## config.mk

```make
export PLATFORM = sky130hd
export DESIGN_NAME = dmem_arbiter
export DESIGN_NICKNAME = d
export VERILOG_FILES = /design/src/rtl/dmem_arbiter_pkg.sv /design/src/rtl/dmem_arbiter_rr_arbiter2.sv /design/src/rtl/dmem_arbiter.sv
export SDC_FILE = /design/constraint.sdc
export NUM_CORES = 1
export LEC_CHECK = 0
export CORE_ASPECT_RATIO = 1.4
export CORE_MARGIN = 8
export CORE_UTILIZATION = 58
export CTS_BUF_LIST = sky130_fd_sc_hd__clkbuf_16
export DETAILED_ROUTE_END_ITERATION = 8
export DONT_BUFFER_PORTS = 1
export GPL_TIMING_DRIVEN = 0
export PLACE_DENSITY_LB_ADDON = 0.1
export REMOVE_ABC_BUFFERS = 1
export SYNTH_ARGS = -nofsm -noshare
export SYNTH_HDL_FRONTEND = slang
export SYNTH_HIERARCHICAL = 1
export SYNTH_SLANG_ARGS = --single-unit
```

## constraint.sdc

```tcl
create_clock -name clk -period 4.35 [get_ports clk]
set_input_delay 0.87 -clock clk [delete_from_list [all_inputs] [get_ports clk]]
set_output_delay 0.87 -clock clk [all_outputs]
set_load 0.05 [all_outputs]
```

## src/rtl/dmem_arbiter_pkg.sv

```systemverilog
// Shared definitions for the data-RAM arbiter: access-size encodings seen by
// the byte-lane RAM wrapper, sequencer state encoding, requester id width and
// a small id-to-one-hot helper.
package dmem_arbiter_pkg;

  localparam int ID_W = 1;

  // Access-size encodings understood by the RAM wrapper
  localparam logic [3:0] TYPE_BYTE     = 4'd0;
  localparam logic [3:0] TYPE_HALFWORD = 4'd1;
  localparam logic [3:0] TYPE_FULLWORD = 4'd2;

  typedef enum logic [1:0] {
    DMEM_IDLE   = 2'd0,
    DMEM_ACCESS = 2'd1,
    DMEM_RESP   = 2'd2
  } dmem_state_e;

  function automatic logic [1:0] id_onehot(input logic [ID_W-1:0] id);
    id_onehot = (id == 1'b1) ? 2'b10 : 2'b01;
  endfunction

endpackage

```

## src/rtl/dmem_arbiter_rr_arbiter2.sv

```systemverilog
// rr_arbiter2: two-way arbiter with a combinational grant and a registered
// "last served" pointer. PRIO_MODE=0 alternates on contention, PRIO_MODE=1
// always favours port 0. One requester can be masked out for a cycle.
//   clk, rst_n   : clock, async active-low reset
//   req_i[1:0]   : raw requests
//   excl_en_i/excl_id_i : drop this requester from the contest
//   take_i       : the current grant is consumed; update the pointer
//   gnt_valid_o/gnt_id_o : winner (combinational)
module rr_arbiter2
  import dmem_arbiter_pkg::*;
#(
  parameter int PRIO_MODE = 0
) (
  input  logic            clk,
  input  logic            rst_n,
  input  logic [1:0]      req_i,
  input  logic            excl_en_i,
  input  logic [ID_W-1:0] excl_id_i,
  input  logic            take_i,
  output logic            gnt_valid_o,
  output logic [ID_W-1:0] gnt_id_o
);

  logic [1:0]      req_s;
  logic [ID_W-1:0] last_q;
  logic [ID_W-1:0] last_d;

  // Mask the excluded requester, then pick the winner
  always_comb begin
    req_s    = req_i;
    gnt_id_o = 1'b0;
    if (excl_en_i) begin
      req_s = req_i & ~id_onehot(excl_id_i);
    end else begin
      req_s = req_i;
    end
    gnt_valid_o = |req_s;
    case (req_s)
      2'b01:   gnt_id_o = 1'b0;
      2'b10:   gnt_id_o = 1'b1;
      // On contention round-robin favours whoever was not served last
      2'b11:   gnt_id_o = (PRIO_MODE != 0) ? 1'b0 : ~last_q;
      default: gnt_id_o = 1'b0;
    endcase
  end

  // Pointer next-state: follows each consumed grant
  always_comb begin
    if (take_i) begin
      last_d = gnt_id_o;
    end else begin
      last_d = last_q;
    end
  end

  // Pointer register; reset so that port 0 is preferred first
  always_ff @(posedge clk or negedge rst_n) begin
    if (!rst_n) begin
      last_q <= 1'b1;
    end else begin
      last_q <= last_d;
    end
  end

endmodule

```

## src/rtl/dmem_arbiter.sv

```systemverilog
// dmem_arbiter: serialises two requesters (0 = load/store unit, 1 = DMA)
// onto one byte-lane BRAM wrapper with 1-cycle read latency. Request fields
// are latched and held on ram_* through ACCESS and RESP so the wrapper's
// combinational read formatting stays valid while data returns.
//   pK_req/we/type/sign/addr/wdat_i : requester K transaction
//   pK_gnt_o  : accepted pulse     pK_done_o : completion pulse
//   pK_err_o  : misaligned (with done)  pK_rdata_o : load data, held
//   ram_*_o / ram_data_i / ram_misaligned_i : RAM wrapper interface
//   busy_o    : transaction in flight
module dmem_arbiter
  import dmem_arbiter_pkg::*;
#(
  parameter int W         = 32,
  parameter int L         = 4,
  parameter int PRIO_MODE = 0
) (
  input  logic         clk,
  input  logic         rst_n,
  input  logic         p0_req_i,
  input  logic         p0_we_i,
  input  logic [L-1:0] p0_type_i,
  input  logic         p0_sign_i,
  input  logic [W-1:0] p0_addr_i,
  input  logic [W-1:0] p0_wdat_i,
  output logic         p0_gnt_o,
  output logic         p0_done_o,
  output logic         p0_err_o,
  output logic [W-1:0] p0_rdata_o,
  input  logic         p1_req_i,
  input  logic         p1_we_i,
  input  logic [L-1:0] p1_type_i,
  input  logic         p1_sign_i,
  input  logic [W-1:0] p1_addr_i,
  input  logic [W-1:0] p1_wdat_i,
  output logic         p1_gnt_o,
  output logic         p1_done_o,
  output logic         p1_err_o,
  output logic [W-1:0] p1_rdata_o,
  output logic         ram_we_o,
  output logic         ram_re_o,
  output logic [L-1:0] ram_type_o,
  output logic         ram_sign_o,
  output logic [W-1:0] ram_addr_o,
  output logic [W-1:0] ram_wdat_o,
  input  logic [W-1:0] ram_data_i,
  input  logic         ram_misaligned_i,
  output logic         busy_o
);

  dmem_state_e     state_q, state_d;
  logic            latch_s;
  logic            arb_valid_s;
  logic [ID_W-1:0] arb_id_s;
  logic [1:0]      arb_req_s;
  logic [ID_W-1:0] id_q;
  logic            we_q, sign_q, acc_err_q;
  logic [L-1:0]    type_q;
  logic [W-1:0]    addr_q, wdat_q;
  logic [1:0]      gnt_q, done_q, err_q;
  logic [W-1:0]    rdata_q [2];

  // Only IDLE and RESP may start a transaction
  always_comb begin
    if (state_q == DMEM_IDLE || state_q == DMEM_RESP) begin
      arb_req_s = {p1_req_i, p0_req_i};
    end else begin
      arb_req_s = 2'b00;
    end
  end

  // In RESP the just-granted requester's req is stale, so it is excluded
  rr_arbiter2 #(.PRIO_MODE(PRIO_MODE)) u_arb (
    .clk         (clk),
    .rst_n       (rst_n),
    .req_i       (arb_req_s),
    .excl_en_i   (state_q == DMEM_RESP),
    .excl_id_i   (id_q),
    .take_i      (latch_s),
    .gnt_valid_o (arb_valid_s),
    .gnt_id_o    (arb_id_s)
  );

  // Sequencer next state
  always_comb begin
    state_d = state_q;
    latch_s = 1'b0;
    case (state_q)
      DMEM_IDLE, DMEM_RESP: begin
        if (arb_valid_s) begin
          state_d = DMEM_ACCESS;
          latch_s = 1'b1;
        end else begin
          state_d = DMEM_IDLE;
          latch_s = 1'b0;
        end
      end
      DMEM_ACCESS: state_d = DMEM_RESP;
      default:     state_d = DMEM_IDLE;
    endcase
  end

  // State, winner's latched fields, grant pulse and sampled misalignment
  always_ff @(posedge clk or negedge rst_n) begin
    if (!rst_n) begin
      state_q   <= DMEM_IDLE;
      id_q      <= {ID_W{1'b0}};
      we_q      <= 1'b0;
      sign_q    <= 1'b0;
      type_q    <= {L{1'b0}};
      addr_q    <= {W{1'b0}};
      wdat_q    <= {W{1'b0}};
      gnt_q     <= 2'b00;
      acc_err_q <= 1'b0;
    end else begin
      state_q <= state_d;
      gnt_q   <= 2'b00;
      if (latch_s) begin
        id_q  <= arb_id_s;
        gnt_q <= id_onehot(arb_id_s);
        if (arb_id_s == 1'b1) begin
          we_q <= p1_we_i; sign_q <= p1_sign_i; type_q <= p1_type_i;
          addr_q <= p1_addr_i; wdat_q <= p1_wdat_i;
        end else begin
          we_q <= p0_we_i; sign_q <= p0_sign_i; type_q <= p0_type_i;
          addr_q <= p0_addr_i; wdat_q <= p0_wdat_i;
        end
      end
      if (state_q == DMEM_ACCESS) begin
        acc_err_q <= ram_misaligned_i;
      end
    end
  end

  // Completion: done/err pulses and read data captured at the end of RESP
  always_ff @(posedge clk or negedge rst_n) begin
    if (!rst_n) begin
      done_q     <= 2'b00;
      err_q      <= 2'b00;
      rdata_q[0] <= {W{1'b0}};
      rdata_q[1] <= {W{1'b0}};
    end else begin
      done_q <= 2'b00;
      err_q  <= 2'b00;
      if (state_q == DMEM_RESP) begin
        done_q <= id_onehot(id_q);
        err_q  <= acc_err_q ? id_onehot(id_q) : 2'b00;
        if (acc_err_q) begin
          rdata_q[id_q] <= {W{1'b0}};
        end else if (!we_q) begin
          rdata_q[id_q] <= ram_data_i;
        end
      end
    end
  end

  // RAM drive; write enable decodes from state so reset kills it at once
  always_comb begin
    ram_we_o   = 1'b0;
    ram_re_o   = 1'b0;
    ram_type_o = {L{1'b0}};
    ram_sign_o = 1'b0;
    ram_addr_o = {W{1'b0}};
    ram_wdat_o = {W{1'b0}};
    if (state_q == DMEM_ACCESS || state_q == DMEM_RESP) begin
      ram_re_o   = ~we_q;
      ram_type_o = type_q;
      ram_sign_o = sign_q;
      ram_addr_o = addr_q;
      ram_wdat_o = wdat_q;
      if (state_q == DMEM_ACCESS) begin
        ram_we_o = we_q & ~ram_misaligned_i;
      end else begin
        ram_we_o = 1'b0;
      end
    end else begin
      ram_we_o = 1'b0;
    end
  end

  assign p0_gnt_o   = gnt_q[0];
  assign p1_gnt_o   = gnt_q[1];
  assign p0_done_o  = done_q[0];
  assign p1_done_o  = done_q[1];
  assign p0_err_o   = err_q[0];
  assign p1_err_o   = err_q[1];
  assign p0_rdata_o = rdata_q[0];
  assign p1_rdata_o = rdata_q[1];
  assign busy_o     = (state_q != DMEM_IDLE);

endmodule

```

# == After elaboration in Yosys (flattened, before gate mapping) ==
# Index checks and enable logic that the tools add are counted.
# op_classes
order_cmp,2
n_eq_ne,5
n_mux,30
bitwise_logic,9
reduce_logical,8
# ops
operator,count
two-way mux 32 bit,5
two-way mux 64 bit,2
bitwise AND 64 bit,1
bitwise mux 64 bit,1
inverter 64 bit,1
demux 32 bit (select 1 bit),1
two-way mux 2 bit,8
two-way mux 1 bit,9
two-way mux 4 bit,2
"equality test 2 bit, second input constant",3
one-hot mux 2 bit (2 select lines),1
OR reduction 2 bit,2
inverter 1 bit,3
bitwise AND 2 bit,1
"equality test 2 x 1 -> 1 bit, second input constant",1
">= comparator 2 bit, second input constant",1
zero test 2 bit,1
logical OR 1 bit,2
"< comparator 2 x 1 -> 1 bit, second input constant",1
"!= test 2 x 1 -> 1 bit, second input constant",1
inverter 1 -> 2 bit,1
inverter 2 bit,1
one-hot mux 1 bit (2 select lines),1
AND reduction 2 bit,1
other kinds (3),3
# totals
ff_bits,145
inputBits,177
output_inout_bits,142

# == Logic depth before layout (Yosys ltp) ==
# Gate-level depths: netlist of run 1.
# logic_depth
ltp_word,9
ltp_mapped,10
depth_no_buf,9

# == Cells and area by module ==
# The synthesis of run 1 kept the hierarchy.
# modules_own_cells
mod,n_inst,cells_per_inst,area_per_inst_um2,seq_area_each_um2
dmem_arbiter,1,560,7427.1,3603.5
rr_arbiter2,1,10,87.6,26.3

# == Worst setup path before layout of run 1 ==
# No wires, ideal clock.
# synth_timing
path_type,reg2out
startpoint,reg state_q[0]
endpoint,out ram_re_o
arrival_time_ns,1.765
path_slack_ns,1.715
stages_incl_launch_ff,5
path_buffers,1
cell_sequence,dfrtp_1 inv_1 ha_1 clkbuf_1 nor2b_1
# synth_via
elab_chain_cells,3
elab_cells_between_ends,4
# synth_rtl
element,line_no,source
start: declaration,dmem_arbiter.sv:50,"dmem_state_e state_q, state_d;"
start signal: assignment,dmem_arbiter.sv:115,state_q <= state_d;
equality test 2 x 1 -> 1 bit or equality test 2 bit (tied branches),dmem_arbiter.sv:164,if (state_q == DMEM_ACCESS || state_q == DMEM_RESP) begin
logical OR 1 bit (*),dmem_arbiter.sv:164,
two-way mux 1 bit (*),dmem_arbiter.sv:164,
end: declaration,dmem_arbiter.sv:40,"output logic ram_re_o,"
# Every way passes the cells marked *; elsewhere a longest branch is shown, timed or not.

# == Final worst setup path of run 1 ==
# layout_timing
startpoint,reg state_q[1]
endpoint,out ram_re_o
# Same word-level chain as after synthesis.

==> results of run 1 <==
[metal layers]
metal / share of wire (%) / up-vias / global-route usage (%)
li1: - / 2053 / -
met1: 36 / 2321 / 24.9
met2: 52 / 229 / 38.1
met3: 11 / 16 / 10.7
met4: 1.2 / 0 / 7.31
met5: 0 / - / 0
[per-stage QoR]
step           setup TNS (ns)  cell area [sq um]  hold WS [ns]  utilization [%]  instances
4_1_cts                     0               8100         0.130             63.5        712
3_5_place_dp                0               7510         0.488             58.9        680
6_report                    0               8100         0.146             63.5        712
2_1_floorplan         -102.33               7140         0.473                -        519
5_1_grt                     0               8100         0.127             63.5        712
3_3_place_gp          -242.28               7330         0.481             57.5        672
[cell type report]
type	count	area [sq um]	share of cell area [%]
clock buffers	17	425	5.25
flip-flops and latches	145	3630	44.8
repair buffers	8	148	1.82
inverters	6	25.0	0.309
clock inverters	15	161	1.99
well taps	153	191	2.36
multi-input cells	368	3520	43.4
[worst max path at each step]
stage	startpoint	endpoint	slack [ns]	cells after the start
after floorplan	p1_req_i	wdat_q[27]	-1.53	5
after global placement	id_q	wdat_q[27]	-2.62	4
after detailed placement	id_q	type_q[3]	1.36	5
after CTS	state_q[1]	ram_re_o	1.03	4
after global routing	state_q[0]	ram_re_o	0.93	4
final	state_q[1]	ram_re_o	1.06	4
[critical path: cells and delay by family, from the launching register on]
family | cells | cell delay (ns)
adder cells (fa/ha/maj) | 1 | 0.45
AND/OR/NAND/NOR | 1 | 0.78
flip-flops | 1 | 0.40
buffers and inverters | 2 | 0.34
[cells in the final DEF (no fill, tap or decap)]
master / n
sky130_fd_sc_hd__clkinvlp_4: 6
sky130_fd_sc_hd__nor4bb_4: 1
sky130_fd_sc_hd__and4b_1: 2
sky130_fd_sc_hd__buf_6: 2
sky130_fd_sc_hd__ha_1: 5
sky130_fd_sc_hd__nor2b_2: 1
sky130_fd_sc_hd__buf_8: 2
sky130_fd_sc_hd__a21boi_0: 32
sky130_fd_sc_hd__clkinv_4: 3
sky130_fd_sc_hd__a31oi_4: 1
sky130_fd_sc_hd__nor2b_1: 2
sky130_fd_sc_hd__a21bo_1: 1
sky130_fd_sc_hd__dfrtp_1: 144
sky130_fd_sc_hd__and2_1: 72
sky130_fd_sc_hd__inv_1: 6
sky130_fd_sc_hd__buf_16: 2
sky130_fd_sc_hd__nand2b_4: 1
sky130_fd_sc_hd__mux2_1: 68
sky130_fd_sc_hd__buf_12: 2
sky130_fd_sc_hd__inv_6: 3
sky130_fd_sc_hd__a221o_1: 64
sky130_fd_sc_hd__ha_2: 1
sky130_fd_sc_hd__bufinv_16: 2
sky130_fd_sc_hd__o21ai_2: 1
sky130_fd_sc_hd__and3b_1: 8
sky130_fd_sc_hd__nor4b_4: 1
sky130_fd_sc_hd__mux2_2: 74
sky130_fd_sc_hd__inv_4: 1
sky130_fd_sc_hd__and3_1: 1
sky130_fd_sc_hd__a22oi_1: 1
sky130_fd_sc_hd__nor2_1: 4
sky130_fd_sc_hd__a211oi_2: 1
sky130_fd_sc_hd__dfstp_2: 1
sky130_fd_sc_hd__o21a_1: 2
sky130_fd_sc_hd__clkbuf_16: 17
sky130_fd_sc_hd__and3b_2: 24
[Yosys cell counts, drive strengths merged]
library cell    n
dfrtp         144
mux2          142
and2           72
a221o          64
buf            37
a21boi         32
and3b          32
clkbuf         10
ha              6
inv             6
dlymetal6s2s    4
nor2            4
nor2b           3
and4b           2
o21a            2
a211oi          1
a21bo           1
a22oi           1
a31oi           1
and3            1
dfstp           1
nand2b          1
nor4b           1
nor4bb          1
o21ai           1
[flip-flops by register name (all words and copies together) (netlist names), 4 cells and up]
name,flops
addr_q,32
p0_rdata_o,32
p1_rdata_o,32
type_q,4
wdat_q,32
[kinds of logic after synthesis]
| group | Yosys count | share of synthesized area [%] |
|---|---|---|
| mux | 142 | 21.3 |
| simple gates | 117 | 11.6 |
| buf+inv | 57 | 5.34 |
| compound gates | 103 | 12.5 |
| fa+ha+maj | 6 | 0.999 |
| flops | 145 | 48.3 |
==> impl_metrics.ini, run 1 <==
[layout]
drive_above_1_share_pct = 26.3
syn2layout_area_growth_pct = 7.78
antennaDiodeCount = 0
finish.net_count = 729
filler_cell_count = 998

[worst_setup_path]
critical_path.endpoint_type = output pin
critPathArrivalTime_ns = 2.42
cp_launch_type = flop
cp_max_fo = 62
timing_worst_setup_path_type = reg -> out
regToRegSetupSlack_ns = 1.36
crit_path_top_delay_cell = sky130_fd_sc_hd__nor2b_1
ff2ff_path_depth = 5
crit_required_ns = 3.48
critical_path.cell_chain = inv_1, ha_2, buf_12, nor2b_1
crit-reg2reg-launch = id_q
r2r_end = addr_q[27]
critPathMaxStageDelay_ns = 0.78

[floorplanning]
start_util_pct = 58.9
die_w_microns = 112
die_height_microns = 151
placeableCoreArea_sq_um = 12800
floorplan.io_pins = 319
floorplan.rows = 49
die_area_sq_um = 16900

[grt]
global_route_wire_length_before_repair_mm = 30.0
antenna_found_initial = 0
grt_overflow_total = 0
via_count_of_the_first_global_routing_pass = 5031
grtUsageTotal_pct = 22.6
grt_max_degree = 146

[synthesis]
synth_top_area_cell = sky130_fd_sc_hd__dfrtp_1
synth_cell_type_count = 30
synth_top_area_share_pct = 48.0
synth.avg_cell_area_sq_um = 13.2
synthesis.instances = 570
synth.top_cells.by_area = sky130_fd_sc_hd__dfrtp_1 48%, sky130_fd_sc_hd__mux2_2 11%, sky130_fd_sc_hd__mux2_1 10%
synth-seq-cells = 145
synth_sequential_area_ratio_pct = 48.3
syn_area_sq_um = 7510
yosysWarningCount = 6

[timing]
highest_clock_rate_mhz = 304
report.final.slew_viol_count = 0
rsz0062_at_grt = false
min_period_over_period_pct = 75.5
fin_worst_skew_ns = 0.0139
final_period_minus_worst_setup_slack_ns = 3.29
layout_setup_ws_ns = 1.06
setup_viol = 0
timing.slew.headroom_pct = 12.4
worst-slew-pin-transition_ns = 1.31
final-hold-violation-count = 0

[detailed_routing]
detailroute.via_count = 4619
routed_via_density = 6.49
detailedRoute.firstPassIterationCount = 4
routed_wl_mm = 19.5
ant_nets = 0
post-route-drc-count = 0
route.detailed.wl_per_inst_microns = 27.4
initialDrtViolationCount = 195

[clock_network]
worst_skew_pair.late_latency_ns = 0.41
cts.clk_slew.worst_paths_ns = 0.07
cts-resized-gates = 0
cts-htree-levels = 4
holdBufCountCts = 0
cts_tree = built
clk_path_buf_depth = 2
cts_inserted_buffers = 17
cts_root_buf = sky130_fd_sc_hd__clkbuf_16
postCtsSetupBuffers = 0
cts_num_sinks = 145

[flow_run]
number_of_max_capacitance_violations_reported = 0

[placement]
detailedPlace.worstSlack_ns = 1.36
place_hpwl_mm = 14.0
port_buffers = 0
routabilityCongestion = 0.741

[hold_path]
hp-class = in -> async

[status]
status = complete, no violations
Power of run 1 is left out: the tool's default activity adds up to more than one toggle a clock period on the data nets, which glitch-free logic cannot reach.
==> inputs of run 2 (changes only) <==
==> constraint.sdc (replaced) <==
create_clock -name clk -period 2.7 [get_ports clk]
set_input_delay 0.54 -clock clk [delete_from_list [all_inputs] [get_ports clk]]
set_output_delay 0.54 -clock clk [all_outputs]
set_load 0.05 [all_outputs]
==> run 2 against run 1 <==
Against the previous run: the flow now finishes with violations (negative hold slack); via count grew 0.52%; final cell count increased by 0.56%; routed wire length is 2.1% higher; largest cell class unchanged.
==> impl_metrics.ini, run 2 (synthesis gave the netlist of run 1 again) <==
[clock_network]
cts_tree = built
worst_skew_pair.late_latency_ns = 0.42
cts-htree-levels = 4
cts_num_sinks = 145
cts.clk_slew.worst_paths_ns = 0.07
clk_path_buf_depth = 2
cts_root_buf = sky130_fd_sc_hd__clkbuf_16
cts_inserted_buffers = 17

[floorplanning]
placeableCoreArea_sq_um = 12800
start_util_pct = 58.9
die_height_microns = 151
die_w_microns = 112
floorplan.rows = 49
floorplan.io_pins = 319
die_area_sq_um = 16900

[timing]
fin_worst_skew_ns = 0.0148
final_period_minus_worst_setup_slack_ns = 2.57
min_period_over_period_pct = 95.3
final-hold-violation-count = 144
layout_setup_ws_ns = 0.127
highest_clock_rate_mhz = 389
report.final.slew_viol_count = 0
timing.slew.headroom_pct = 18.3
worst-slew-pin-transition_ns = 1.23
rsz0062_at_grt = false
totalNegativeSetupSlack_ns = 0
whs_ns = -0.187
setup_viol = 0

[layout]
drive_above_1_share_pct = 38.5
finish.net_count = 733
mostFrequentLayoutCells = 142 x sky130_fd_sc_hd__dfrtp_1, 74 x sky130_fd_sc_hd__mux2_2, 68 x sky130_fd_sc_hd__mux2_1
filler_cell_count = 964
final_common_cell = sky130_fd_sc_hd__dfrtp_1
antennaDiodeCount = 0
syn2layout_area_growth_pct = 10.2

[grt]
via_count_of_the_first_global_routing_pass = 5038
grt.met1_usage_pct = 25.2
grt_util_met3_pct = 10.7
globalRouteMet2Util_pct = 38.1
grtUsageTotal_pct = 22.8
grt_overflow_total = 0
grt_max_degree = 146
busiest_layer = met2
global_route_wire_length_before_repair_mm = 30.2
antenna_found_initial = 0

[hold_path]
hp-class = in -> async

[worst_setup_path]
r2r_end = wdat_q[4]
crit_required_ns = 2.16
ff2ff_path_depth = 9
regToRegSetupSlack_ns = 0.17
critPathArrivalTime_ns = 2.03
cp_launch_type = flop
cp_max_fo = 62
crit-reg2reg-launch = state_q[0]
timing_worst_setup_path_type = reg -> out
critical_path.endpoint_type = output pin

[placement]
routabilityCongestion = 0.741
place_hpwl_mm = 14.0
port_buffers = 0
detailedPlace.worstSlack_ns = -0.292

[detailed_routing]
routed_via_density = 6.48
initialDrtViolationCount = 199
detailedRoute.firstPassIterationCount = 4
ant_nets = 0
post-route-drc-count = 0
detailroute.via_count = 4643
route.detailed.wl_per_inst_microns = 27.8
routed_wl_mm = 19.9

[status]
status = finished with violations
violations = negative hold slack

[flow_run]
number_of_max_capacitance_violations_reported = 0
## run 2: cell count changes in the layout (fill, tap and decap cells not counted), sizes merged
cell,delta
bufinv,+2
inv,-1
buf,+3
## run 2: what timing repair did
item                                    4_1_cts  5_1_grt
resized for setup                            31       42
pin swaps                                     0        0
cloned                                        0        1
setup buffers                                 3        0
endpoints found under the hold margin       145      145
endpoints found under the setup margin      144      110
## run 2: layout make-up
cell class | count | area [sq um] | share of cell area, %
inverters | 6 | 48.8 | 0.589
multi-input cells | 368 | 3610 | 43.6
repair inverters | 1 | 30.0 | 0.363
clock buffers | 17 | 425 | 5.14
clock inverters | 15 | 161 | 1.95
repair buffers | 11 | 183 | 2.21
flip-flops and latches | 145 | 3630 | 43.9
well taps | 153 | 191 | 2.31
## run 2: per-stage QoR
stage / utilization (%) / area (sq um) / cells
detailed placement: 58.9 / 7510 / 680
global route: 64.9 / 8280 / 716
global placement: 57.5 / 7330 / 672
floorplan: - / 7140 / 519
CTS: 64.3 / 8200 / 715
finish: 64.9 / 8280 / 716
## run 2: how the worst max path moves through the flow
stage,startpoint,to,cells past startpoint
6_report,state_q[1],ram_wdat_o[31],4
3_5_place_dp,id_q,type_q[3],5
3_3_place_gp,id_q,wdat_q[27],4
2_1_floorplan,state_q[0],wdat_q[27],7
4_1_cts,state_q[1],ram_addr_o[22],4
5_1_grt,state_q[0],ram_addr_o[30],4
## run 2: worst max-delay path: stages, from the launching register on
cell	delay, ns
sky130_fd_sc_hd__dfrtp_1	0.40
sky130_fd_sc_hd__inv_1	0.10
sky130_fd_sc_hd__ha_2	0.46
sky130_fd_sc_hd__buf_12	0.24
sky130_fd_sc_hd__and2_2	0.39
## run 2: layer usage
metal,wire (microns),vias to the layer above
met5,0,-
met4,258,0
met3,2190,17
met2,10400,234
met1,7120,2329
li1,-,2063
Power of run 2 is left out for the same reason.
